==> config.mk <==
export PLATFORM = sky130hd
export DESIGN_NAME = uart_rx_param
export DESIGN_NICKNAME = d
export VERILOG_FILES = /design/src/rtl/uart_rx_param.sv
export SDC_FILE = /design/constraint.sdc
export NUM_CORES = 1
export LEC_CHECK = 0
export CELL_PAD_IN_SITES_DETAIL_PLACEMENT = 1
export CELL_PAD_IN_SITES_GLOBAL_PLACEMENT = 1
export CORE_MARGIN = 8
export CORE_UTILIZATION = 46
export CTS_CLUSTER_DIAMETER = 150
export DETAILED_ROUTE_END_ITERATION = 7
export GPL_TIMING_DRIVEN = 0
export PLACE_DENSITY = 0.84
export REMOVE_ABC_BUFFERS = 1
export SETUP_SLACK_MARGIN = 0.02
export SLEW_MARGIN = 15
export SYNTH_ARGS = -nofsm -noshare
export SYNTH_HDL_FRONTEND = slang
export SYNTH_SLANG_ARGS = --single-unit
==> constraint.sdc <==
create_clock -name mclk -period 3 [get_ports mclk]
set_input_delay 0.6 -clock mclk [delete_from_list [all_inputs] [get_ports mclk]]
set_output_delay 0.6 -clock mclk [all_outputs]
set_load 0.1 [all_outputs]
==> src/rtl/uart_rx_param.sv <==
// uart_rx_param: UART receiver with runtime 5-8 data bits, parity and stop selection, 3-sample voting and a show-ahead RX FIFO.
// Define UART_RX_BREAK_DET_EN to add the break_det output and keep break frames out of the FIFO.
module uart_rx_param #(
  parameter int FIFO_DEPTH = 16,
  parameter int BAUD_W     = 16,
  parameter int LVL_W      = $clog2(FIFO_DEPTH) + 1
) (
  input  logic              mclk,
  input  logic              reset,
  input  logic [BAUD_W-1:0] baudrate,
  input  logic [1:0]        data_bits,
  input  logic [1:0]        parity_sel,
  input  logic              stop_sel,
  input  logic              rxd,
  input  logic              ren,
  input  logic              ovr_clr,
  output logic [7:0]        rdata,
  output logic              rvalid,
  output logic              rd_frame_err,
  output logic              rd_parity_err,
  output logic              overrun,
  output logic [LVL_W-1:0]  fifo_level,
  output logic              busy,
  output logic [1:0]        debug_state
`ifdef UART_RX_BREAK_DET_EN
  ,
  output logic              break_det
`endif
);

  localparam int AW = (FIFO_DEPTH > 1) ? $clog2(FIFO_DEPTH) : 1;
  localparam logic [BAUD_W-1:0] ONE = BAUD_W'(1);

  typedef enum logic [1:0] {IDLE = 2'd0, START = 2'd1, DATA = 2'd2, STOP = 2'd3} state_t;

  state_t            r_state;
  logic [2:0]        r_sync;
  logic [BAUD_W-1:0] r_baud, r_cnt;
  logic [2:0]        r_lastIdx, r_bitIdx;
  logic              r_parEn, r_parOdd, r_stop2, r_inPar, r_parBit;
  logic [1:0]        r_stopIdx;
  logic              r_stopDone, r_ferr, r_brk, r_brkDet;
  logic [7:0]        r_data;
  logic              r_s0, r_s1;

  logic              w_rx, w_fall, w_maj, w_atEnd, w_atSample, w_brkCand, w_brkNow;
  logic              w_push, w_perr;
  logic [BAUD_W-1:0] w_mid, w_nextCnt;
  logic [1:0]        w_lastStop;

  assign w_rx       = r_sync[1];
  assign w_fall     = r_sync[2] & ~r_sync[1];
  assign w_mid      = r_baud >> 1;
  assign w_atSample = (r_cnt == w_mid + ONE);
  assign w_atEnd    = (r_cnt == r_baud);
  assign w_nextCnt  = w_atEnd ? '0 : r_cnt + ONE;
  assign w_maj      = (r_s0 & r_s1) | (r_s0 & w_rx) | (r_s1 & w_rx);
  assign w_lastStop = {1'b0, r_stop2};
  assign w_perr     = r_parEn & (^r_data ^ r_parBit ^ r_parOdd);

`ifdef UART_RX_BREAK_DET_EN
  assign w_brkCand = (r_data == 8'd0) & ~(r_parEn & r_parBit);
`else
  assign w_brkCand = 1'b0;
`endif
  // A break is decided on the first stop sample and then held until the line votes high again.
  assign w_brkNow = (r_stopIdx == 2'd0) ? (w_brkCand & ~w_maj) : r_brk;
  assign w_push   = (r_state == STOP) & r_stopDone & ~r_brk;

  always_ff @(posedge mclk or negedge reset) begin
    if (!reset) begin
      r_state    <= IDLE;
      r_sync     <= 3'b111;
      r_baud     <= '0;
      r_cnt      <= '0;
      r_lastIdx  <= 3'd0;
      r_bitIdx   <= 3'd0;
      r_parEn    <= 1'b0;
      r_parOdd   <= 1'b0;
      r_stop2    <= 1'b0;
      r_inPar    <= 1'b0;
      r_parBit   <= 1'b0;
      r_stopIdx  <= 2'd0;
      r_stopDone <= 1'b0;
      r_ferr     <= 1'b0;
      r_brk      <= 1'b0;
      r_brkDet   <= 1'b0;
      r_data     <= 8'd0;
      r_s0       <= 1'b1;
      r_s1       <= 1'b1;
    end else begin
      r_sync   <= {r_sync[1:0], rxd};
      r_brkDet <= 1'b0;
      if (r_cnt == w_mid - ONE) r_s0 <= w_rx;
      if (r_cnt == w_mid)       r_s1 <= w_rx;
      case (r_state)
        IDLE: begin
          if (w_fall) begin
            r_state    <= START;
            r_cnt      <= '0;
            r_baud     <= baudrate;
            r_lastIdx  <= {1'b1, data_bits};
            r_parEn    <= (parity_sel == 2'b01) || (parity_sel == 2'b10);
            r_parOdd   <= (parity_sel == 2'b10);
            r_stop2    <= stop_sel;
            r_bitIdx   <= 3'd0;
            r_inPar    <= 1'b0;
            r_parBit   <= 1'b0;
            r_data     <= 8'd0;
            r_stopIdx  <= 2'd0;
            r_stopDone <= 1'b0;
            r_ferr     <= 1'b0;
            r_brk      <= 1'b0;
          end
        end
        START: begin
          r_cnt <= w_nextCnt;
          if (w_atSample && w_maj) r_state <= IDLE;
          else if (w_atEnd)       r_state <= DATA;
        end
        DATA: begin
          r_cnt <= w_nextCnt;
          if (w_atSample) begin
            if (r_inPar) r_parBit <= w_maj;
            else         r_data[r_bitIdx] <= w_maj;
          end
          if (w_atEnd) begin
            if (!r_inPar && r_bitIdx != r_lastIdx) r_bitIdx <= r_bitIdx + 3'd1;
            else if (!r_inPar && r_parEn)         r_inPar  <= 1'b1;
            else                                  r_state  <= STOP;
          end
        end
        STOP: begin
          if (r_stopDone) begin
            r_state  <= IDLE;
            r_brkDet <= r_brk;
          end else begin
            r_cnt <= w_nextCnt;
            if (w_atSample) begin
              if (r_stopIdx <= w_lastStop && !w_maj) r_ferr <= 1'b1;
              r_brk <= w_brkNow;
              if (w_brkNow ? (w_maj && r_stopIdx >= w_lastStop) : (r_stopIdx == w_lastStop))
                r_stopDone <= 1'b1;
            end
            if (w_atEnd && r_stopIdx != 2'd2) r_stopIdx <= r_stopIdx + 2'd1;
          end
        end
        default: r_state <= IDLE;
      endcase
    end
  end

  logic [9:0]       r_mem [FIFO_DEPTH];
  logic [AW-1:0]    r_wrPtr, r_rdPtr;
  logic [LVL_W-1:0] r_level;
  logic             r_ovr;
  logic             w_pop, w_full, w_wr;

  assign w_pop  = ren & (r_level != '0);
  assign w_full = (r_level == LVL_W'(FIFO_DEPTH));
  // A push into a full FIFO still lands when the head is popped in the same cycle.
  assign w_wr   = w_push & (~w_full | w_pop);

  always_ff @(posedge mclk) begin
    if (w_wr) r_mem[r_wrPtr] <= {r_ferr, w_perr, r_data};
  end

  always_ff @(posedge mclk or negedge reset) begin
    if (!reset) begin
      r_wrPtr <= '0;
      r_rdPtr <= '0;
      r_level <= '0;
      r_ovr   <= 1'b0;
    end else begin
      if (w_wr)  r_wrPtr <= r_wrPtr + AW'(1);
      if (w_pop) r_rdPtr <= r_rdPtr + AW'(1);
      case ({w_wr, w_pop})
        2'b10:   r_level <= r_level + LVL_W'(1);
        2'b01:   r_level <= r_level - LVL_W'(1);
        default: r_level <= r_level;
      endcase
      if (w_push && w_full && !w_pop) r_ovr <= 1'b1;
      else if (ovr_clr)               r_ovr <= 1'b0;
    end
  end

  assign rvalid        = (r_level != '0);
  assign rdata         = rvalid ? r_mem[r_rdPtr][7:0] : 8'd0;
  assign rd_parity_err = rvalid & r_mem[r_rdPtr][8];
  assign rd_frame_err  = rvalid & r_mem[r_rdPtr][9];
  assign overrun       = r_ovr;
  assign fifo_level    = r_level;
  assign busy          = (r_state != IDLE);
  assign debug_state   = r_state;
`ifdef UART_RX_BREAK_DET_EN
  assign break_det     = r_brkDet;
`endif

endmodule

==> results.toml <==
[synthesis]
ys_top_cells_by_count = "edfxtp_1, nand2_1, dfrtp_1"
syn_area_um2 = 11290
ys_warn_count = 0
synth_cell_type_count = 64
syn_avg_cell_area_um2 = 13.03
yosysTopAreaCell = "edfxtp_1"
synthFlopType = "edfxtp_1"
syn_inst = 867
synth_edf_count = 160
yosysSeqAreaShare_pct = 59.65
yosys-top-cells-area = "edfxtp_1, dfrtp_1, mux4_2"
async_flop_share_pct = 32.49
synth.ff_latch_count = 237
yosysTopAreaCellShare_pct = 42.54
yosysMostFrequentCell = "edfxtp_1"

[floorplan]
die_x_um = 172.7
io_pins = 46
row_count = 57
dieArea_um2 = 29820
coreArea_um2 = 24250
die_h_um = 172.7
start_util_pct = 46.58

[pwr]
power.switching_mw = 4.816
pwr-share-seq_pct = 36.3
p_clk_share_pct = 27.2
vdd_ir_drop_max_mv = 0.7414
swShare_pct = 38.67
power.internal_mw = 7.638
p_comb_share_pct = 36.5
p_leak_nw = 5.017
powerDensity_nw_per_um2 = 918.0

[final_layout]
area_delta_synth_final_pct = 20.11
final_area_um2 = 13570
drive_above_1_share_pct = 21.63
nNetsFinal = 958
diodes = 0

[worst_setup_path]
arrival_ns = 2.65
crit_chain = "buf_16, mux4_2, mux4_2, nor2b_1, buf_6"
critPathKind = "reg -> out"
required_ns = 2.40
worstPathMaxFanout = 16
path_buf_inv = 2
crit_family = "multiplexers"
slowest_delay_ns = 0.58
crit_slowest_cell = "mux4_2"
critPathLaunch = "r_rdPtr[0]"
cp-end-kind = "primary output"
crit_top_cell = "mux4_2"
r2r-start = "fifo_level[1]"
cp-start-kind = "flip-flop"

[sta]
fin_ws_ns = -0.2516
min_period_ns = 3.252
min_period_over_period_pct = 108.4
fin_tns_setup_ns = -2.389
worst_slew_pin_slew_ns = 1.105
clock_skew_ns = 0.01293
setup_violations = 13
hold_violations = 0
rsz0062_at_grt = "true"
slew_viol_final = 0
slew_headroom_pct = 26.08
fmax_mhz = 307.5

[placed_design]
gp_congestion = 0.8532
dp_slack_ns = -0.7486
dp_hpwl_um = 19200
io_buffers = 45
placed_area_um2 = 12080

[route]
dr.pass1.iters = 4
wire_per_inst_um = 23.91
drtIter0Drc = 525
finalWirelength_um = 30070
drc = 0
num_vias = 7399
final_antenna_net_count = 0
vias_per_cell = 5.882

[global_route]
overflow = 0
met3_usage_pct = 3.289
busiest_layer = "met2"
antenna_found_initial = 0
grt.met1_usage_pct = 24.26
grt_usage_pct = 19.91
grt_use_met2_pct = 35.81
grt_pass1_wl_um = 47310
grt_pass1_vias = 8070
grt_max_degree = 50

[outcome]
violations = "negative setup slack"
status = "finished with violations"

[cts]
clkLatencyLatePin_ns = 0.55
cts_buffers = 26
cts_tree = "done"
path_clk_slew_ns = 0.06
clock_sinks = 237
ctsLongestPathBuffers = 3
root_buffer = "clkbuf_16"
htree_levels = 1
cts-hold-fix-buffers = 0

[run]
max_cap_viol_count = 0

[hold_path]
worst_hold_path_type = "in -> async"
final timing paths:
path	depth (start not counted)	slack (ns)	end
max	5	-0.25	rdata[1]
min	1	0.002	r_rdPtr[2]
max reg2reg	13	-0.11	fifo_level[4]
min reg2reg	0	0.36	r_sync[1]
max in group asynchronous	2	2.32	r_sync[0]
min in group mclk	0	0.36	r_sync[1]
layout make-up:
cell class	instances	area (µm²)
Clock buffer	30	665.6
Clock inverter	18	249.0
Fill cell	2359	10680
Inverter	26	97.59
Multi-Input combinational cell	548	4544
Sequential cell	237	6758
Tap cell	324	405.4
Timing Repair Buffer	75	845.8
cell usage in the layout (no fill, tap or decap), types with 17 or more instances in the layout:
cell | synthesis | final
mux4_2 | 50 | 50
buf_4 | 2 | 17
nor2_1 | 44 | 36
inv_1 | 25 | 23
o21ai_0 | 43 | 43
nand2_1 | 98 | 97
xnor2_1 | 36 | 36
dfrtp_1 | 72 | 60
nand3_1 | 20 | 17
clkbuf_16 | 0 | 26
nand4_1 | 18 | 18
clkdlybuf4s50_1 | 0 | 30
xor2_1 | 36 | 34
edfxtp_1 | 160 | 160
cell families after synthesis:
family / synth area share [%]
and+or+nand+nor: 13.26
AOI/OAI and AO/OA: 5.384
xor gates and xnor gates: 5.583
adders and majority gates: 2.149
buffers and inverters: 2.803
muxes: 11.17
DFF: 59.65
power groups by stage:
stage	registers (mW)	logic [mW]	clock network, mW
final	4.52	4.55	3.38
after global placement	4.74	3.47	0
after floorplan	4.75	2.49	0
after detailed placement	4.61	3.83	0
after CTS	4.50	4.38	3.44
after global routing	4.58	4.86	3.55
per-layer routing:
| metal | up-vias | wire [µm] |
|---|---|---|
| li1 | 3319 | - |
| met1 | 3827 | 12180 |
| met2 | 200 | 15920 |
| met3 | 53 | 1271 |
| met4 | 0 | 696 |
| met5 | - | 0 |
state kept, by name, indices dropped and copies added, names as in the netlist, 2 cells and up, named ones only:
signal,count
r_cnt,16
r_mem,160
r_data,8
r_rdPtr,4
fifo_level,5
r_baud,16
r_sync,3
r_stopIdx,2
r_wrPtr,4
r_lastIdx,3
r_bitIdx,3
timing repair:
item,4_1_cts,5_1_grt
gates cloned,2,0
buffers inserted,13,7
endpoints found under the setup margin,194,120
pin swaps,6,12
gates resized for setup,118,35
worst reg2reg max path: cells and delay by family, from the launching register on:
family	cells	cell delay, ns
and+or+nand+nor	4	1.20
adders and majority gates	2	0.62
AOI/OAI and AO/OA	2	0.19
xor gates and xnor gates	2	0.31
buffers and inverters	3	0.27
DFF	1	0.44
through the flow:
step / instances / hold WS, ns / utilization (%) / total power, mW
floorplan: 811 / 0.3044 / - / 7.234
global route: 1258 / 0.02446 / 55.94 / 13.00
finish: 1258 / 0.002067 / 55.94 / 12.45
global placement: 1180 / 0.3481 / 49.21 / 8.211
detailed placement: 1188 / 0.3476 / 49.82 / 8.442
CTS: 1251 / 0.0003267 / 55.04 / 12.32
Power figures use the tool's default switching activity.
